## src/rtl/store_buffer.sv

```systemverilog
// Store buffer: FIFO of pending CPU stores drained to memory, with load hazard handling.
// Define STORE_FWD_EN to forward matching loads from the youngest buffered store instead of stalling.
module store_buffer #(
   parameter int DEPTH = 4
) (
   input  logic        clk_i,
   input  logic        reset_ni,
   input  logic [31:0] cpu_data_addr_i,
   input  logic [31:0] cpu_data_wdata_i,
   input  logic        cpu_data_re_i,
   input  logic        cpu_data_we_i,
   output logic [31:0] cpu_data_rdata_o,
   output logic        cpu_stall_o,
   output logic [31:0] mem_addr_o,
   output logic [31:0] mem_wdata_o,
   output logic        mem_req_o,
   input  logic        mem_gnt_i,
   output logic [31:0] mem_raddr_o,
   input  logic [31:0] mem_rdata_i,
   output logic        empty_o
);

   localparam int AW = (DEPTH > 1) ? $clog2(DEPTH) : 1;
   localparam logic [AW:0] FULL_CNT = (AW+1)'(DEPTH);

   logic [AW-1:0]    head_reg;
   logic [AW-1:0]    tail_reg;
   logic [AW:0]      count_reg;
   logic [DEPTH-1:0] valid_reg;
   logic [31:0]      addr_mem [DEPTH];
   logic [31:0]      data_mem [DEPTH];

   logic             full;
   logic             push;
   logic             pop;
   logic             load;
   logic             hit;
   logic [DEPTH-1:0] match;

   assign full = (count_reg == FULL_CNT);
   // A store arriving while full is blocked for the whole cycle, even if a pop frees a slot.
   assign push = cpu_data_we_i && !full;
   assign pop  = (count_reg != '0) && mem_gnt_i;
   assign load = cpu_data_re_i && !cpu_data_we_i;

   for (genvar gi = 0; gi < DEPTH; gi++) begin : g_match
      assign match[gi] = valid_reg[gi] && (addr_mem[gi] == cpu_data_addr_i);
   end

   assign hit = |match;

   always_ff @(posedge clk_i or negedge reset_ni) begin
      if (!reset_ni) begin
         head_reg  <= '0;
         tail_reg  <= '0;
         count_reg <= '0;
         valid_reg <= '0;
      end else begin
         if (pop) begin
            head_reg            <= head_reg + 1'b1;
            valid_reg[head_reg] <= 1'b0;
         end
         if (push) begin
            tail_reg            <= tail_reg + 1'b1;
            valid_reg[tail_reg] <= 1'b1;
         end
         case ({push, pop})
            2'b10:   count_reg <= count_reg + 1'b1;
            2'b01:   count_reg <= count_reg - 1'b1;
            default: count_reg <= count_reg;
         endcase
      end
   end

   // Entry payload carries no reset; only the valid state matters after reset.
   always_ff @(posedge clk_i) begin
      if (push) begin
         addr_mem[tail_reg] <= cpu_data_addr_i;
         data_mem[tail_reg] <= cpu_data_wdata_i;
      end
   end

   assign mem_req_o   = (count_reg != '0);
   assign mem_addr_o  = addr_mem[head_reg];
   assign mem_wdata_o = data_mem[head_reg];
   assign mem_raddr_o = cpu_data_addr_i;
   assign empty_o     = (count_reg == '0);

`ifdef STORE_FWD_EN
   logic [31:0] fwd_data;

   // Walk from oldest to youngest so the last match seen is the youngest store.
   always_comb begin
      logic [AW-1:0] idx;
      fwd_data = '0;
      idx      = head_reg;
      for (int k = 0; k < DEPTH; k++) begin
         idx = head_reg + AW'(k);
         if (match[idx]) begin
            fwd_data = data_mem[idx];
         end
      end
   end

   assign cpu_stall_o      = cpu_data_we_i && full;
   assign cpu_data_rdata_o = !load ? 32'h0 : (hit ? fwd_data : mem_rdata_i);
`else
   // Memory would return stale data while a matching store is still buffered.
   assign cpu_stall_o      = (cpu_data_we_i && full) || (load && hit);
   assign cpu_data_rdata_o = load ? mem_rdata_i : 32'h0;
`endif

endmodule
```

## config.mk

```make
export PLATFORM = sky130hd
export DESIGN_NAME = store_buffer
export DESIGN_NICKNAME = d
export VERILOG_FILES = /design/src/rtl/store_buffer.sv
export SDC_FILE = /design/constraint.sdc
export NUM_CORES = 1
export LEC_CHECK = 0
export ABC_CLOCK_PERIOD_IN_PS = 5600
export CAP_MARGIN = 20
export CORE_UTILIZATION = 25
export DETAILED_ROUTE_END_ITERATION = 6
export GPL_TIMING_DRIVEN = 0
export SETUP_SLACK_MARGIN = 0.05
export SYNTH_ARGS = -nofsm -noshare
export SYNTH_HDL_FRONTEND = slang
export SYNTH_SLANG_ARGS = --single-unit
```

## constraint.sdc

```tcl
create_clock -name clk_i -period 5.6 [get_ports clk_i]
set_input_delay 1.12 -clock clk_i [delete_from_list [all_inputs] [get_ports clk_i]]
set_output_delay 1.12 -clock clk_i [all_outputs]
set_load 0.01 [all_outputs]
```

---- After elaboration in Yosys (flattened, before gate mapping) ----
Memory sizes are Yosys's and may differ from the RTL's.
Cells that the tools add are included.
operators by class
  multiplexer cells ....................... 10
  reduce and logical (&&, ||, !) cells .... 18
  $add $sub $neg .......................... 4
  bitwise logic cells ..................... 3
  equality and inequality tests ........... 7
  $lt $le $gt $ge ......................... 4
operators with widths
  cell                                                        count
  equality test 32 bit                                        4
  two-way mux 32 bit                                          1
  logical AND 1 bit                                           11
  two-way mux 4 bit                                           2
  less-than comparator 2 x 3 -> 1 bit, second input constant  2
  case mux 3 bit (2 select lines)                             1
  adder 2 x 1 -> 2 bit, second input constant                 2
  AND 4 bit                                                   1
  demux 1 bit (select 2 bit)                                  2
  >= comparator 2 x 1 -> 1 bit, second input constant         2
  two-way mux 1 bit                                           4
  NOT 4 bit                                                   1
  OR 4 bit                                                    1
  OR reduction 4 bit                                          1
  adder 3 x 1 -> 3 bit, second input constant                 1
  equality test 3 bit, second input constant                  1
  logical NOT 3 bit                                           1
  nonzero test 3 bit                                          1
  subtractor 3 x 1 -> 3 bit, second input constant            1
  equality test 2 x 1 -> 1 bit, second input constant         1
  equality test 2 bit, second input constant                  1
  logical NOT 1 bit                                           2
  nonzero test 2 bit                                          1
  logical OR 1 bit                                            1
storage, ports and cells
  memories ................................ 2
  bits in registers ....................... 11
  logic and storage cells ................. 52
  RAM bits ................................ 256
memory list
  name      words  width  rd ports  clocked after Yosys merged registers in  wr ports  RTL line  RTL
  addr_mem  4      32     5         0                                        1         30        logic [31:0] addr_mem [DEPTH];
  data_mem  4      32     1         0                                        1         31        logic [31:0] data_mem [DEPTH];

---- Depth between registers and ports, before layout ----
  depth after elaboration ................. 9
  mapped depth ............................ 9
  gate-level depth less buffers ........... 9

---- Worst setup path after synthesis ----
Ideal clock, no wire load.
  path type ............................... input to register
  from .................................... input port cpu_data_we_i
  to ...................................... memory addr_mem[0][0], enable pin
  setup time .............................. 430 ps
  cell stages on the path ................. 2
  required time ........................... 5170 ps
  arrival ................................. 3067 ps
  slack ................................... 2103 ps
  cells stage by stage .................... a21boi_1 -> and2_1
on the way
  cells in the longest elaborated chain, start to end .. 3
RTL lines
  item                                     RTL line  RTL
  start, declared                          11        input logic cpu_data_we_i,
  logical AND 1 bit                        42        assign push = cpu_data_we_i && !full;
  two-way mux 1 bit                        77        if (push) begin
  two-way mux 1 bit (implied by the code)  78        addr_mem[tail_reg] <= cpu_data_addr_i;
  end, declared                            30
Every way passes these cells.

---- Worst setup path in the final report ----
  from .................................... input port cpu_data_addr_i[3]
  to ...................................... output port cpu_stall_o
on the way
  cells in the longest elaborated chain, start to end .. 5
  elaborated cells between the ends (all ways) .. 11
  those cells by class .................... eq/ne (4); reduce/logical (7)
RTL lines
  item                    RTL line  RTL
  start, declared         8         input logic [31:0] cpu_data_addr_i,
  equality test 32 bit    47        assign match[gi] = valid_reg[gi] && (addr_mem[gi] == cpu_data_addr_i);
  logical AND 1 bit       47
  OR reduction 4 bit (*)  50        assign hit = |match;
  logical AND 1 bit (*)   109       assign cpu_stall_o = (cpu_data_we_i && full) || (load && hit);
  logical OR 1 bit (*)    109
  end, declared           13        output logic cpu_stall_o,
Every way passes the cells marked *; elsewhere a longest branch is shown, timed or not.

==> impl_metrics.ini <==
[status]
status = finished, final reports clean

[floorplanning]
die_h_um = 218.4
rows = 78
io_pins = 232
coreArea_um2 = 45770
die_x_um = 218.4
start_util_pct = 25.58
die_area_um2 = 47710

[placement]
dpl.hpwl_mm = 21.36
port_buffers = 231
place_inst = 1475
gp_congestion = 0.7974

[clock_tree]
cts_tree = built
clock_path_buffers = 3
cts_made_buffers = 31
clock_latency_ns = 0.56
ctsHoldBuffers = 0
cts_sinks = 267
post-cts-setup-buffers = 0
cts_root_buffer = clkbuf_16
post_cts_resized = 0
htree_levels = 1
clk_pin_slew_ns = 0.06

[timing]
fin_crit_ns = 5.051
fin_setup_tns_ns = 0
worstMarginPinSlew_ns = 1.001
hold_violations = 0
setup_viol = 0
clock.fmax_mhz = 198.0
post-route-period-util_pct = 90.19
skew_ns = 0.01089
relSlewSlack_pct = 33.24
rsz0062_at_grt = no
hold_ws_ns = 0.5099
drv_slew = 0

[detailed_routing]
drt_iter0_drc = 484
wl_per_cell_um = 20.18
ant_nets = 0
drc = 0
vias = 6611
drt_wl_total_mm = 30.90
viasPerCell = 4.318
dr.pass1.iters = 5

[cells_and_area]
post-route-util_pct = 34.82
drive_gt1_share_pct = 17.94
fin_nets = 1019
fillCellCount = 4383
finalNonFillerCells = 1531
syn2layout_area_growth_pct = 36.11
n_antenna_cell = 0

[yosys]
synth_cells = 640
synth_top_area_share_pct = 65.66
synth_edf_count = 256
syn-cell-area_um2 = 11710
yosysWarningCount = 0
ys_types = 30
synth_nets = 751
ys_ff_latch = 267
ys_top_cells_by_count = edfxtp_1, xor2_1, mux4_2
synth.area.top_cells = edfxtp_1, mux4_2, xor2_1
yosysMostFrequentCell = edfxtp_1
synth_seq_area_share_pct = 68.01
async_flop_share_pct = 4.120
ys.flop_type = edfxtp_1
yosys.area.top_type = edfxtp_1
syn_avg_cell_area_um2 = 18.29

[grt]
grt_max_degree = 53
grt_first_pass_wirelength_mm = 44.19
grt_overflow = 0
track_usage_pct = 12.68
antenna_found_initial = 2
grt_pass1_vias = 6823

[setup_path]
cp_top_family = buffers and inverters
crit_type = input port to output pin
critical-path-slowest-cell = clkdlybuf4s50_1
cp_num_buf_inv = 2
crit_path_cell_trace = clkdlybuf4s50_1 -> xor2_1 -> nor4_1 -> nand4_1 -> nor4_2 -> o41ai_1 -> nand2_1 -> clkdlybuf4s50_1
crit_fanout = 9
critPathRequiredTime_ns = 4.48
cp_common_cell = clkdlybuf4s50_1
cp_slowest_stage_delay_ns = 0.72
startpoint_type = input port
end_kind = output pin
crit_arrival_ns = 3.93

[job]
max-cap-violations = 0

[pwr]
leakage_nw = 5.399
power_density_nw_per_um2 = 472.1
ir_drop_uv = 310.9
power_mw = 7.524

[hold_path]
hp-class = register to register
layout make-up:
class | instances | area, um2 | share of cell area (%)
Clock buffer | 32 | 779.5 | 4.891
Clock inverter | 24 | 265.3 | 1.664
Sequential cell | 267 | 7963 | 49.96
Multi-Input combinational cell | 313 | 3386 | 21.25
Timing Repair Buffer | 235 | 2422 | 15.20
Tap cell | 600 | 750.7 | 4.711
Inverter | 10 | 37.54 | 0.2355
Buffer | 50 | 332.8 | 2.088
per-stage QoR:
stage / area [um2] / setup WS, ns
6_report: 15940 / 0.5494
5_1_grt: 15940 / 0.4477
4_1_cts: 15940 / 0.4288
3_5_place_dp: 14890 / 0.4335
3_3_place_gp: 14770 / -0.1352
2_1_floorplan: 11710 / 2.103
logic make-up after synthesis:
family,synth area share (%)
xor+xnor,9.874
simple gates,4.809
mux,12.40
compound gates,0.6198
fa+ha+maj,1.133
buf+inv,3.163
flops,68.01
path summary, 6_finish.rpt:
check | start | end | slack (ns) | depth (start not counted)
min | count_reg[2]$_DFFE_PN0P_ | count_reg[2]$_DFFE_PN0P_ | 0.51 | 1
max in group asynchronous | reset_ni | valid_reg[0]$_DFF_PN0_ | 4.35 | 1
min in group asynchronous | reset_ni | valid_reg[2]$_DFF_PN0_ | 0.90 | 1
max reg2reg | count_reg[0]$_DFFE_PN0P_ | data_mem[2][7]$_DFFE_PP_ | 3.38 | 4
min reg2reg | count_reg[2]$_DFFE_PN0P_ | count_reg[2]$_DFFE_PN0P_ | 0.51 | 1
max | cpu_data_addr_i[3] | cpu_stall_o | 0.55 | 8
worst reg2reg max path: stages (launching register included):
cell and delay (ns):
dfrtp_1 0.39, nor2_1 0.07, a21boi_1 0.51, and2_4 0.58, buf_16 0.32
layer usage:
| layer | track usage [%] | share of wire (%) |
|---|---|---|
| met1 | 17.62 | 44 |
| met2 | 20.20 | 48 |
| met3 | 2.547 | 6.7 |
| met4 | 3.007 | 1.7 |
| met5 | 0 | 0.10 |
placed cells by master (no fill, tap or decap), types with 3 or more instances in the layout:
cell type	n
clkbuf_16	31
bufinv_16	5
and2_4	4
nand4_1	4
nor4_1	27
mux4_2	64
and2_1	33
nand2_1	8
ha_1	9
inv_1	8
clkbuf_1	8
clkdlybuf4s50_1	231
a21o_1	4
buf_16	4
buf_2	5
xor2_1	124
dfrtp_1	11
inv_6	3
xnor2_1	8
clkinvlp_4	3
buf_4	37
clkinv_1	5
clkinv_2	6
nor3_1	7
edfxtp_1	256
nand3_1	8
report_power, final:
group | leakage, nW | internal (mW) | switching [mW] | total [mW]
Clock | 0.507 | 1.24 | 0.827 | 2.07
Sequential | 2.47 | 2.65 | 0.164 | 2.81
Combinational | 2.42 | 1.34 | 1.30 | 2.64
Note: power is estimated with default switching activity, not from simulation.
